==> config.mk <==
export PLATFORM = sky130hd
export DESIGN_NAME = ws2812b_rx
export DESIGN_NICKNAME = d
export VERILOG_FILES = /design/src/rtl/ws2812b_rx.sv
export SDC_FILE = /design/constraint.sdc
export NUM_CORES = 1
export LEC_CHECK = 0
export BUFFER_PORTS_ARGS = -buffer_cell sky130_fd_sc_hd__buf_2
export CAP_MARGIN = 20
export CORE_MARGIN = 2
export CORE_UTILIZATION = 45
export DETAILED_ROUTE_END_ITERATION = 10
export PLACE_DENSITY = 0.73
export SLEW_MARGIN = 30
export SYNTH_ARGS = -nofsm -noshare
export SYNTH_HDL_FRONTEND = slang
export SYNTH_SLANG_ARGS = --single-unit
export TNS_END_PERCENT = 20
==> constraint.sdc <==
create_clock -name clk -period 7.1 [get_ports clk]
set_clock_uncertainty 0.15 [all_clocks]
set_input_delay 0.71 -clock clk [delete_from_list [all_inputs] [get_ports clk]]
set_output_delay 0.71 -clock clk [all_outputs]
set_load 0.02 [all_outputs]
==> src/rtl/ws2812b_rx.sv <==
// WS2812B line decoder: times high pulses, assembles 24-bit GRB words and shows them as {R,G,B} with flags in one register.
// Latency: 2-cycle input sync, word visible one cycle after its last falling edge is seen; bus ack one cycle after accept.
// Backpressure: none on the line; an unread word is overwritten and flagged as overrun.
module ws2812b_rx #(
    parameter logic [31:0] ADDR     = 32'h0000_0000,
    parameter real         CLK_FREQ = 12e6
) (
    input  logic        clk,
    input  logic        reset,
    input  logic        mem_valid,
    input  logic [31:0] mem_addr,
    input  logic [3:0]  mem_wstrb,
    input  logic [31:0] mem_wdata,
    output logic [31:0] mem_rdata,
    output logic        mem_ready,
    input  logic        din,
    output logic        irq
);

    localparam int THRESH_I   = $rtoi(CLK_FREQ * 0.60e-6 + 0.5);
    localparam int MIN_H_I    = $rtoi(CLK_FREQ * 0.15e-6 + 0.5);
    localparam int MAX_H_I    = $rtoi(CLK_FREQ * 1.20e-6 + 0.5);
    localparam int IDLE_LOW_I = $rtoi(CLK_FREQ * 50.0e-6 + 0.5);

    localparam logic [15:0] THRESH  = 16'(THRESH_I);
    localparam logic [15:0] MIN_H   = 16'(MIN_H_I);
    localparam logic [15:0] MAX_H   = 16'(MAX_H_I);
    localparam logic [15:0] MAX_M1  = 16'(MAX_H_I - 1);
    localparam logic [15:0] IDLE_M1 = 16'(IDLE_LOW_I - 1);

    typedef enum logic [1:0] {
        SYNC = 2'd0,
        LOW  = 2'd1,
        HIGH = 2'd2
    } state_t;

    state_t      state;
    state_t      state_n;
    logic        din_m;
    logic        din_s;
    logic        din_d;
    logic        rise;
    logic        fall;
    logic        edge_det;
    logic [15:0] cnt;
    logic [15:0] h;
    logic [4:0]  bitcnt;
    logic [23:0] sh;
    logic [23:0] sh_n;
    logic [23:0] data;
    logic        valid_f;
    logic        ovr_f;
    logic        err_f;
    logic        bit_ev;
    logic        bit_val;
    logic        err_ev;
    logic        frame_end;
    logic        word_done;
    logic        err_set;
    logic        accept;
    logic        unused_ok;

    assign rise      = din_s & ~din_d;
    assign fall      = ~din_s & din_d;
    assign edge_det  = din_s ^ din_d;
    // cnt holds the number of cycles the level has been stable before the current one
    assign h         = cnt + 16'd1;
    assign sh_n      = {sh[22:0], bit_val};
    assign word_done = bit_ev && (bitcnt == 5'd23);
    assign err_set   = err_ev || (frame_end && (bitcnt != 5'd0));
    assign accept    = mem_valid && (mem_addr == ADDR) && !mem_ready;
    assign irq       = valid_f;
    assign unused_ok = ^mem_wdata;

    always_comb begin
        state_n   = state;
        bit_ev    = 1'b0;
        bit_val   = 1'b0;
        err_ev    = 1'b0;
        frame_end = 1'b0;
        case (state)
            SYNC: begin
                if (!din_s && !din_d && (cnt >= IDLE_M1)) begin
                    state_n = LOW;
                end
            end
            LOW: begin
                if (!din_d && (cnt == IDLE_M1)) begin
                    frame_end = 1'b1;
                end
                if (rise) begin
                    state_n = HIGH;
                end
            end
            HIGH: begin
                if (fall) begin
                    if ((h < MIN_H) || (h > MAX_H)) begin
                        err_ev  = 1'b1;
                        state_n = SYNC;
                    end else begin
                        bit_ev  = 1'b1;
                        bit_val = (h >= THRESH);
                        state_n = LOW;
                    end
                end else if (cnt >= MAX_M1) begin
                    // line still high with more than MAX_H cycles already seen
                    err_ev  = 1'b1;
                    state_n = SYNC;
                end
            end
            default: state_n = SYNC;
        endcase
    end

    always_ff @(posedge clk) begin
        if (reset) begin
            din_m     <= 1'b0;
            din_s     <= 1'b0;
            din_d     <= 1'b0;
            cnt       <= 16'd0;
            state     <= SYNC;
            bitcnt    <= 5'd0;
            sh        <= 24'd0;
            data      <= 24'd0;
            valid_f   <= 1'b0;
            ovr_f     <= 1'b0;
            err_f     <= 1'b0;
            mem_ready <= 1'b0;
            mem_rdata <= 32'd0;
        end else begin
            din_m <= din;
            din_s <= din_m;
            din_d <= din_s;

            if (edge_det) begin
                cnt <= 16'd0;
            end else if (cnt != 16'hFFFF) begin
                cnt <= cnt + 16'd1;
            end

            state <= state_n;

            if (err_ev || frame_end) begin
                bitcnt <= 5'd0;
            end else if (bit_ev) begin
                sh <= sh_n;
                if (bitcnt == 5'd23) begin
                    bitcnt <= 5'd0;
                    data   <= {sh_n[15:8], sh_n[23:16], sh_n[7:0]};
                end else begin
                    bitcnt <= bitcnt + 5'd1;
                end
            end

            // a flag raised in the accept cycle survives the clear
            valid_f <= word_done | (valid_f & ~accept);
            ovr_f   <= (word_done & valid_f) | (ovr_f & ~accept);
            err_f   <= err_set | (err_f & ~accept);

            mem_ready <= accept;
            if (accept && (mem_wstrb == 4'd0)) begin
                mem_rdata <= {valid_f, ovr_f, err_f, 5'd0, data};
            end else begin
                mem_rdata <= 32'd0;
            end
        end
    end

endmodule

==> impl_metrics.env <==
export IMPL_status="complete, no violations"
export IMPL_r2r_start="cnt[0]$_SDFFE_PP0P_"
export IMPL_ctsRootBufferMaster="clkbuf_8"
export IMPL_critPathBufInv=1
export IMPL_grtUsageTotal_pct=16.3
export IMPL_grt_start_max_net_pins=59
export IMPL_tightest_slew_ps=726
export IMPL_hold_path_depth=1
export IMPL_worstSetupStartpoint="cnt[0]$_SDFFE_PP0P_"
export IMPL_cts_max_level=3
export IMPL_final_setup_tns_ps=0
export IMPL_seq_area_mm2=0.00208
export IMPL_leakage_uw=0.00218
export IMPL_fmax_mhz=254
export IMPL_die_area_mm2=0.0106
export IMPL_fin_crit_sh_pct=55.5
export IMPL_whs_ps=307
export IMPL_synth_seq_area_share_pct=47.1
export IMPL_crit_fanout=15
export IMPL_antenna_found_initial=0
export IMPL_critPathLaunchType="register"
export IMPL_clk_pin_slew_ps=120
export IMPL_drtIter0Drc=173
export IMPL_hold_class="register to register"
export IMPL_synth_distinct_cells=49
export IMPL_syn2layout_area_growth_pct=12.5
export IMPL_slew_violations=0
export IMPL_synth_seq_cells=104
export IMPL_clk_latency_ps=380
export IMPL_dp_cells=641
export IMPL_cp_cell_sequence="ha_1, nand2_1, nor4_1, xor2_1, or4_4, nor3_4, buf_4, mux2i_1, nor2_1"
export IMPL_antennaDiodeCount=0
export IMPL_avgSynthCellArea_um2=9.43
export IMPL_irDropWorstVdd_uv=109
export IMPL_critPathRequiredTime_ps=7210
export IMPL_ioPinCount=106
export IMPL_setup_ws_ps=3160
export IMPL_drc=0
export IMPL_worst_setup_path_type="register to register"
export IMPL_maxSlewHeadroom_pct=51.5
export IMPL_cp_arrival_ps=4050
export IMPL_hold_end="din_s$_SDFF_PP0_"
export IMPL_netlist_instances=469
export IMPL_hold_start="din_m$_SDFF_PP0_"
export IMPL_critPathTopFamily="simple AND/OR/NAND/NOR gates"
export IMPL_nets=600
export IMPL_min_period_ps=3940
export IMPL_wl_um=8350
export IMPL_grt_pass1_vias=3093
export IMPL_final_cells=657
export IMPL_vias=3377
export IMPL_coreArea_mm2=0.00964
export IMPL_tritoncts="built"
export IMPL_wl_per_cell_um=12.7
export IMPL_portBuffers=68
export IMPL_hpwl_um=5870
export IMPL_dr_pass1_iters=6
export IMPL_multiInputGateArea_mm2=0.00211
export IMPL_rows=36
export IMPL_p_total_uw=1010
export IMPL_die_h_um=103
export IMPL_r2r_cells=9
export IMPL_preCtsSetupSlack_ps=3130
export IMPL_cts_sinks=104
export IMPL_drv_cap=0
export IMPL_die_w_um=103
export IMPL_worstSetupEndpointType="register"
export IMPL_critical_path_slowest_cell="nor3_4"
export IMPL_start_util_pct=45.9
export IMPL_setup_viol=0
export IMPL_ys_warn_count=0
export IMPL_cts_made_buffers=9
export IMPL_clock_path_buffers=2
export IMPL_hold_buffers=0
export IMPL_r2r_setup_slack_ps=3160
export IMPL_cts_resized=0
export IMPL_hold_violations=0
export IMPL_overflow=0
export IMPL_fill_cells=895
export IMPL_grt_pass1_wl_um=13700
export IMPL_drt_antenna_violating_nets=0
export IMPL_vias_per_cell=5.14
export IMPL_syn_cell_area_mm2=0.00442
export IMPL_cpPeakStageDelay_ps=650
export IMPL_r2r_end="data[16]$_SDFFE_PP0P_"
export IMPL_powerDensity_mw_per_mm2=202
export IMPL_drive_above_1_share_pct=18.9
export IMPL_post_cts_setup_buffers=0
export IMPL_gp_congestion=0.876
export IMPL_rsz0062_at_grt="no"
==> stage by stage <==
stage,util [%],cell area (um2)
3_5_place_dp,49.4,4760
3_3_place_gp,49.4,4760
6_report,51.6,4980
4_1_cts,51.6,4970
2_1_floorplan,-,4440
5_1_grt,51.6,4980
==> cells by family (layout without fill, tap and decap cells) <==
family          Yosys count  after routing  synth area share, %
buf+inv                  45             96                 5.83
compound gates           45             45                 6.22
flops                   104            104                 47.1
mux                      48             48                 10.9
xor+xnor                 19             19                 3.76
other cells               1              5               0.0848
fa+ha+maj                 9              9                 2.55
simple gates            198            198                 23.6
==> report_power, final <==
part	internal [uW]	total, uW	switching (uW)	leakage (uW)
Clock	146	381	235	0.000107
Combinational	15.4	37.5	22.2	0.00124
Sequential	585	589	4.07	0.000838
Total	746	1010	261	0.00218
==> Yosys cell counts, drive strengths merged <==
master | instances | area share [%]
o31a | 1 | 0.23
o21ai | 11 | 1.2
or4 | 2 | 0.42
nor4 | 18 | 2.7
o21a | 2 | 0.34
buf | 23 | 4.0
inv | 8 | 0.68
a31oi | 4 | 0.57
nand3b | 2 | 0.34
a32oi | 1 | 0.20
a311oi | 2 | 0.40
a211oi | 1 | 0.28
clkbuf | 14 | 1.2
nor2b | 6 | 0.85
o22a | 1 | 0.20
nor4b | 1 | 0.20
nand3 | 15 | 1.7
nand4 | 10 | 1.8
nor3 | 9 | 1.5
o311a | 1 | 0.23
nor3b | 1 | 0.17
or2 | 2 | 0.28
and3b | 1 | 0.20
a21o | 1 | 0.17
conb | 1 | 0.085
nor2 | 74 | 6.3
a21oi | 18 | 2.0
nand2b | 3 | 0.42
xor2 | 6 | 1.2
a22oi | 2 | 0.34
dfxtp | 104 | 47
mux2i | 48 | 11
or3 | 5 | 0.71
ha | 9 | 2.5
and3 | 32 | 4.5
nand2 | 15 | 1.3
and4 | 1 | 0.20
and2 | 1 | 0.14
xnor2 | 13 | 2.6
==> how the worst max path moves through the flow <==
stage / end / slack [ps] / cells after the start
floorplan: data[7]$_SDFFE_PP0P_ / 4240 / 11
global placement: data[12]$_SDFFE_PP0P_ / 3220 / 9
detailed placement: data[16]$_SDFFE_PP0P_ / 3130 / 9
CTS: data[16]$_SDFFE_PP0P_ / 3110 / 9
global route: data[16]$_SDFFE_PP0P_ / 2940 / 9
finish: data[16]$_SDFFE_PP0P_ / 3160 / 9
==> sequential cells by signal (all words and copies together), names as in the netlist <==
register and cells:
din_s 1, state 2, din_d 1, cnt 16, sh 23, din_m 1
data 24, bitcnt 5, mem_rdata 27, ovr_f 1, mem_ready 1, irq 1
err_f 1
==> layout make-up <==
class,instances,area share [%]
clock buffer,9,2.49
tap,133,3.34
clock inverter,7,1.79
multi-input combinational,324,42.4
sequential,104,41.8
timing repair buffer,72,7.49
inverter,8,0.603
==> layer usage <==
layer  global-route usage [%]  wire length, um
met5                        0                0
met4                     5.67              108
met3                     3.32              417
met2                     28.3             3860
met1                     20.0             3960
==> placed cells by master (no fill, tap or decap), drive strengths merged, types with 9 or more instances in the layout <==
master and count:
dfxtp 104, nor4 18, nand4 10, nor2 74, o21ai 11, nand3 15
buf 72, clkbuf 9, a21oi 18, inv 13, mux2i 48, ha 9
and3 32, nor3 9, nand2 15, xnor2 13
Power figures use the tool's default switching activity.
